==> config.mk <==
export PLATFORM = sky130hd
export DESIGN_NAME = unsigned7x7_pp_reducer_flat
export DESIGN_NICKNAME = d
export VERILOG_FILES = /design/src/rtl/unsigned7x7_pp_reducer_if.sv /design/src/rtl/unsigned7x7_pp_reducer.sv /design/src/flat_wrapper.sv
export SDC_FILE = /design/constraint.sdc
export NUM_CORES = 1
export LEC_CHECK = 0
export ABC_AREA = 1
export ABC_CLOCK_PERIOD_IN_PS = 1800
export CAP_MARGIN = 20
export CORE_ASPECT_RATIO = 1.5
export CORE_MARGIN = 10
export CORE_UTILIZATION = 30
export CTS_CLUSTER_SIZE = 25
export DETAILED_ROUTE_END_ITERATION = 10
export PLACE_DENSITY = 0.52
export SLEW_MARGIN = 20
export SYNTH_ARGS = -nofsm -noshare
export SYNTH_HDL_FRONTEND = slang
export SYNTH_SLANG_ARGS = --single-unit
==> constraint.sdc <==
create_clock -name clk -period 1.8 [get_ports clk]
set_clock_uncertainty 0.15 [all_clocks]
set_input_delay 0.36 -clock clk [delete_from_list [all_inputs] [get_ports clk]]
set_output_delay 0.36 -clock clk [all_outputs]
set_load 0.01 [all_outputs]
==> src/rtl/unsigned7x7_pp_reducer_if.sv <==
// Handshake and data bundle for the 7x7 unsigned radix-4 partial-product reducer.
// The producer (master) drives the partial products and the consumer-side ready;
// the reducer (slave) returns ready, the product and the delivery count.
interface unsigned7x7_pp_reducer_if;
  logic        in_valid;
  logic        in_ready;
  logic [11:0] pp00;
  logic [12:0] pp01;
  logic [11:0] pp02;
  logic [9:0]  pp03;
  logic        out_valid;
  logic        out_ready;
  logic [13:0] prod;
  logic [15:0] op_count;

  modport master (
    output in_valid, pp00, pp01, pp02, pp03, out_ready,
    input  in_ready, out_valid, prod, op_count
  );

  modport slave (
    input  in_valid, pp00, pp01, pp02, pp03, out_ready,
    output in_ready, out_valid, prod, op_count
  );
endinterface

==> src/rtl/unsigned7x7_pp_reducer.sv <==
// Two-stage reducer for four Booth radix-4 partial products of a 7x7 unsigned
// multiply. Stage 1 compresses the aligned operands 4:2 into a sum/carry pair,
// stage 2 performs the carry-propagate add. Everything is modulo 2^14, which is
// where the upstream sign-extension constants cancel. Valid/ready elastic
// pipeline with a delivered-product counter.
module unsigned7x7_pp_reducer (
  input  logic                         clk,
  input  logic                         rst_n,
  unsigned7x7_pp_reducer_if.slave      bus
);

  logic        v1_q, v1_d;
  logic        v2_q, v2_d;
  logic [13:0] sum_q, sum_d;
  logic [13:0] carry_q, carry_d;
  logic [13:0] prod_q, prod_d;
  logic [15:0] op_count_q, op_count_d;

  logic        s2_load;
  logic        s1_load;
  logic        accept;
  logic        deliver;

  logic [13:0] op_a, op_b, op_c, op_d;
  logic [13:0] csa0_s, csa0_c;
  logic [13:0] csa1_s, csa1_c;

  // Stage enables: S2 advances when empty or drained; S1 when empty or S2 advances.
  always_comb begin
    s2_load = ~v2_q | bus.out_ready;
    s1_load = ~v1_q | s2_load;
    accept  = bus.in_valid & s1_load;
    deliver = v2_q & bus.out_ready;
  end

  // Operand alignment and 4:2 compression built from two 3:2 carry-save rows.
  always_comb begin
    op_a   = {2'b00, bus.pp00};
    op_b   = {1'b0, bus.pp01};
    op_c   = {bus.pp02, 2'b00};
    op_d   = {bus.pp03, 4'b0000};
    csa0_s = op_a ^ op_b ^ op_c;
    csa0_c = ((op_a & op_b) | (op_a & op_c) | (op_b & op_c)) << 1;
    csa1_s = csa0_s ^ csa0_c ^ op_d;
    csa1_c = ((csa0_s & csa0_c) | (csa0_s & op_d) | (csa0_c & op_d)) << 1;
  end

  // Next-state for valid bits, data registers and the delivery counter.
  always_comb begin
    v1_d       = v1_q;
    v2_d       = v2_q;
    sum_d      = sum_q;
    carry_d    = carry_q;
    prod_d     = prod_q;
    op_count_d = op_count_q;
    if (s1_load) begin
      v1_d = bus.in_valid;
    end
    if (accept) begin
      sum_d   = csa1_s;
      carry_d = csa1_c;
    end
    if (s2_load) begin
      v2_d = v1_q;
    end
    // prod only moves when a real set advances, so it holds while stalled.
    if (s2_load && v1_q) begin
      prod_d = sum_q + carry_q;
    end
    if (deliver) begin
      op_count_d = op_count_q + 16'd1;
    end
  end

  // Pipeline state registers with asynchronous clear.
  always_ff @(posedge clk or negedge rst_n) begin
    if (!rst_n) begin
      v1_q       <= 1'b0;
      v2_q       <= 1'b0;
      sum_q      <= '0;
      carry_q    <= '0;
      prod_q     <= '0;
      op_count_q <= '0;
    end else begin
      v1_q       <= v1_d;
      v2_q       <= v2_d;
      sum_q      <= sum_d;
      carry_q    <= carry_d;
      prod_q     <= prod_d;
      op_count_q <= op_count_d;
    end
  end

  assign bus.in_ready  = s1_load;
  assign bus.out_valid = v2_q;
  assign bus.prod      = prod_q;
  assign bus.op_count  = op_count_q;

endmodule

==> src/flat_wrapper.sv <==
// flat-port wrapper written by rule: the top's interface ports become plain ports
module unsigned7x7_pp_reducer_flat 
  (clk, rst_n, bus_in_valid, bus_pp00, bus_pp01, bus_pp02, bus_pp03, bus_out_ready, bus_in_ready, bus_out_valid, bus_prod, bus_op_count);
  unsigned7x7_pp_reducer_if bus_i ();
  input  logic clk;
  input  logic rst_n;
  input wire logic [$bits(bus_i.in_valid)-1:0] bus_in_valid;
  input wire logic [$bits(bus_i.pp00)-1:0] bus_pp00;
  input wire logic [$bits(bus_i.pp01)-1:0] bus_pp01;
  input wire logic [$bits(bus_i.pp02)-1:0] bus_pp02;
  input wire logic [$bits(bus_i.pp03)-1:0] bus_pp03;
  input wire logic [$bits(bus_i.out_ready)-1:0] bus_out_ready;
  output wire logic [$bits(bus_i.in_ready)-1:0] bus_in_ready;
  output wire logic [$bits(bus_i.out_valid)-1:0] bus_out_valid;
  output wire logic [$bits(bus_i.prod)-1:0] bus_prod;
  output wire logic [$bits(bus_i.op_count)-1:0] bus_op_count;
  assign bus_i.in_valid = bus_in_valid;
  assign bus_i.pp00 = bus_pp00;
  assign bus_i.pp01 = bus_pp01;
  assign bus_i.pp02 = bus_pp02;
  assign bus_i.pp03 = bus_pp03;
  assign bus_i.out_ready = bus_out_ready;
  assign bus_in_ready = bus_i.in_ready;
  assign bus_out_valid = bus_i.out_valid;
  assign bus_prod = bus_i.prod;
  assign bus_op_count = bus_i.op_count;
  unsigned7x7_pp_reducer u_core (.clk(clk), .rst_n(rst_n), .bus(bus_i));
endmodule
---- Yosys cells after proc, flatten, opt, wreduce, memory -nomap -nowiden ----
Index checks and enable logic that the tools add are counted.
word-level totals
  bits in registers ....................... 59
  input port bits ......................... 51
  output and inout port bits .............. 32
  logic and storage cells ................. 29
cells by class
  $add $sub $neg .......................... 2
  bitwise operators ....................... 20
  reduce and logical (&&, ||, !) cells .... 1
operator list
  cell                   count
  $and 13x13->13         4
  $or 13x13->13          4
  $xor 14x14->14         2
  $and 12x13->13         2
  $add 16x1->16 const B  1
  $add 14x14->14         1
  $xor 13x14->14         1
  $xor 12x13->13         1
  $and 1x1->1            2
  $not 1->1              2
  $or 1x1->1             2
  $logic_and 1x1->1      1

---- Depth between registers and ports, before layout ----
  word-level depth ........................ 6
  depth in mapped cells ................... 11

---- Least setup slack after synthesis ----
OpenSTA, ideal clock, no wires.
  path type ............................... register to register
  start ................................... register u_core.carry_q[2]
  end ..................................... register u_core.prod_q[8], in the netlist u_core.bus.prod[8]
  library setup time ...................... 126 ps
  data arrival time ....................... 1453 ps
  required time ........................... 1524 ps
  slack ................................... 71 ps
  cell stages (with the launch flop) ...... 12
  path buffers ............................ 0
  clock period less this slack ............ 1729 ps
  path through ............................ dfrtp_1 > ha_1 > inv_1 > fa_1 > inv_1 > nand3_1 > nand3_1 > nand2_1 > nand2_1 > nand2_1 > nand2_1 > o21ai_0
between the ends
  longest elaborated chain between the ends .. 1
ends and longest elaborated chain
  item                      line                          RTL
  start: declaration        unsigned7x7_pp_reducer.sv:15  logic [13:0] carry_q, carry_d;
  start signal: assignment  unsigned7x7_pp_reducer.sv:88  carry_q <= carry_d;
  $add 14x14->14            unsigned7x7_pp_reducer.sv:68  prod_d = sum_q + carry_q;
  end signal: assignment    unsigned7x7_pp_reducer.sv:89  prod_q <= prod_d;
  end: declaration          unsigned7x7_pp_reducer.sv:16  logic [13:0] prod_q, prod_d;
No other way between the ends.
A chain may end at the register's enable or synchronous reset.

---- Worst setup path in the final report ----
  start ................................... input port bus_pp02[0]
  end ..................................... register u_core.sum_q[2]
between the ends
  longest elaborated chain between the ends .. 3
ends and longest elaborated chain
  item                         line                          RTL
  start: declaration           flat_wrapper.sv:10            input wire logic [$bits(bus_i.pp02)-1:0] bus_pp02;
  $xor 13x14->14               unsigned7x7_pp_reducer.sv:42  csa0_s = op_a ^ op_b ^ op_c;
  $xor 14x14->14 (2 in a row)  unsigned7x7_pp_reducer.sv:44  csa1_s = csa0_s ^ csa0_c ^ op_d;
  via u_core.csa1_s[2]         unsigned7x7_pp_reducer.sv:26  logic [13:0] csa1_s, csa1_c;
  end signal: assignment       unsigned7x7_pp_reducer.sv:87  sum_q <= sum_d;
  end: declaration             unsigned7x7_pp_reducer.sv:14  logic [13:0] sum_q, sum_d;
The timed path passes the listed nets, and every way through them passes these cells.

==> metrics.cfg <==
[outcome]
status = completed

[synthesis]
synth_compound_area_share_pct = 2.121
synth_top_family_by_area = simple AND/OR/NAND/NOR gates
ys.flop_type = dfrtp_1
synth_common_cells = 165 x nand2_1, 58 x dfrtp_1, 41 x inv_1
synth_edf_count = 0
synth.avg_cell_area_um2 = 8.660
synth-simple-area-share_pct = 26.63
synthArstFlopShare_pct = 100.0
netlist_area_mm2 = 0.003421
synth_cell_types = 25
synth_most_common_cell = nand2_1
yosysTopAreaCellShare_pct = 42.43
synth_cells = 395
muxShareOfSynthArea_pct = 0.3292
synth-seq-cells = 58
synthTopCellsByArea = dfrtp_1 42%, nand2_1 18%, fa_1 12%
syn-num-nets = 484
yosysTopAreaCell = dfrtp_1
synth_fa_ha_area_share_pct = 18.29
yosysWarnings = 0
synth_xor_area_share_pct = 4.609
ys_seq_area_share_pct = 42.43

[clock_network]
htree_levels = 3
cts-root-buf = clkbuf_16
clk_pin_slew_ns = 0.05
cts_tree = built
clkLatencyLatePin_ns = 0.32
cts.path.max_buffers = 2
clock-sinks = 58
cts_buffers = 9

[pwr]
power.internal_mw = 3.794
p_clk_share_pct = 27.8
power_density_mw_per_mm2 = 1130
pwr-share-comb_pct = 38.9
irDropWorstVdd_v = 0.0004903
sequentialPowerShare_pct = 33.4
p_leak_nw = 2.674
switchingPower_mw = 1.914
p_sw_share_pct = 33.53

[worst_setup_path]
worst-path-buf-inv = 3
crit_fanout = 1
cp-start-kind = input port
cp_data_arrival_time_ns = 1.84
worstSetupPathType = in -> reg
crit_path_end_kind = flip-flop
worstPathRequired_ns = 1.87
slowest_stage = fa_1
critPathMostFrequentCell = nand2_1
crit_family = adder cells
crit_path_max_incr_delay_ns = 0.53
worstPathCellList = clkdlybuf4s50_1, inv_2, fa_1, inv_1, ha_1, nand2_1, nand2_1

[placed_design]
dpl.cell_count = 639
io_buffers = 82
dpl_worst_slack_ns = -0.3819
dpl_cell_area_mm2 = 0.004573
post-dp-hpwl_um = 6481
routabilityCongestion = 0.7546

[drt]
wirelength_um = 8101
wl_per_cell_um = 12.27
drt-initial-drc-count = 73
routed_via_density = 4.285
vias = 2828
drtPass1Iterations = 4
drtAntennaViolNets = 0
drcViolationCount = 0

[sta]
maxSlewHeadroom_pct = 73.61
fmax_ghz = 0.5644
setup_viol = 0
final_hold_viol_count = 0
slew_viol_final = 0
setup_slack_ns = 0.02834
rsz0062_at_grt = true
period_share_pct = 98.43
post-route-min-period_ns = 1.772
worst_pin_slew_ns = 0.3944

[global_routing]
grt_max_degree = 59
antenna_found_initial = 0
grt_pass1_wl_um = 13610
first_global_vias = 3011
grt-ovfl-total = 0
track_usage_pct = 10.47

[final_layout]
antenna_cells = 0
final_core_util_pct = 45.47
fin_nets = 597
fin_area_mm2 = 0.005054
final_cells = 660
drive_above_1_share_pct = 15.01
area_growth_pct = 47.73

[flow_run]
drv.max_cap_violation_count = 0

[floorplan]
fp.coreArea_mm2 = 0.01111
ios = 83
initial_utilization_pct = 30.78
die_area_mm2 = 0.01616
rows = 47
fp.dieW_um = 107.2
die_h_um = 150.8

[min_path]
worst_hold_path_type = reg -> reg

==> logic make-up (layout without fill, tap and decap cells) <==
logic type                 after synthesis  count (layout)
AOI/OAI and AO/OA                       14              14
xor gates and xnor gates                18              18
adders and majority gates               38              38
buffers and inverters                   49             167
DFF                                     58              58
muxes                                    1               1
and+or+nand+nor                        217             217
==> power by group through the flow <==
stage / clock [mW] / sequential [mW] / combinational, mW
final: 1.58 / 1.91 / 2.22
after global routing: 1.68 / 1.96 / 2.53
after CTS: 1.62 / 1.89 / 2.15
after detailed placement: 0 / 1.92 / 2.14
after global placement: 0 / 1.92 / 2.11
after floorplan: 0 / 1.97 / 1.10
==> repair_timing <==
| item | 4_1_cts | 5_1_grt |
|---|---|---|
| resized for setup | 20 | 49 |
| endpoints found under the setup margin | 22 | 27 |
| hold buffers | 1 | 0 |
| pin swaps | 9 | 22 |
| endpoints found under the hold margin | 58 | 0 |
| buffers inserted | 3 | 1 |
==> through the flow <==
stage / setup TNS [ns] / power (mW) / hold WS [ns]
floorplan: 0 / 3.061 / -0.08559
global placement: -8.669 / 4.022 / 0.2408
detailed placement: -9.348 / 4.059 / 0.2376
CTS: 0 / 5.670 / 0.3325
global route: -0.07834 / 6.176 / 0.3476
finish: 0 / 5.708 / 0.3257
==> path summary, 6_finish.rpt <==
kind | start | slack [ns] | to | depth (start not counted)
setup reg to reg | u_core.carry_q[2] | 0.08 | u_core.bus.prod[10] | 11
hold / removal | u_core.sum_q[1] | 0.33 | u_core.bus.prod[1] | 2
min in group asynchronous | rst_n | 0.41 | u_core.bus.op_count[0] | 3
hold reg to reg | u_core.sum_q[1] | 0.33 | u_core.bus.prod[1] | 2
max in group asynchronous | rst_n | 0.80 | u_core.bus.op_count[8] | 3
setup / recovery | bus_pp02[0] | 0.03 | u_core.sum_q[2] | 7
==> layer usage <==
| metal | global-route usage [%] | up-vias | wire length, µm |
|---|---|---|---|
| li1 | - | 1452 | - |
| met1 | 10.57 | 1304 | 3207 |
| met2 | 19.18 | 61 | 4339 |
| met3 | 3.105 | 11 | 395 |
| met4 | 4.891 | 0 | 159 |
| met5 | 0 | - | 0 |
==> state kept, by name (all words and copies together), names as in the netlist <==
name and count:
u_core.sum_q 14, u_core.bus.prod 14, u_core.v1_q 1, u_core.bus.op_count 16
u_core.carry_q 12, u_core.bus.out_valid 1
==> cell usage in the layout, fill, tap and decap left out, drive strengths merged, types with 2 or more instances in the layout <==
master,n
nand2,167
dfrtp,58
clkdlybuf4s50,47
inv,42
buf,26
fa,20
nand3,19
dlymetal6s2s,18
ha,18
nor2,17
dlygate4sd2,15
clkbuf,14
xnor2,9
xor2,9
o21ai,9
nand4,7
a21oi,4
nor3,4
clkinv,3
nand3b,2
==> tightest hold or removal path, stage by stage, from the launching register on <==
cell     delay, ns
dfrtp_1       0.34
nand2_1       0.05
nand2_1       0.05
==> final cells by class <==
cell class	count	area, µm²
Fill cell	1128	6061
Clock buffer	14	274.0
Inverter	43	161.4
Clock inverter	2	10.01
Timing Repair Buffer	108	1065
Multi-Input combinational cell	288	1907
Tap cell	147	183.9
Sequential cell	58	1453
Power figures use the tool's default switching activity.
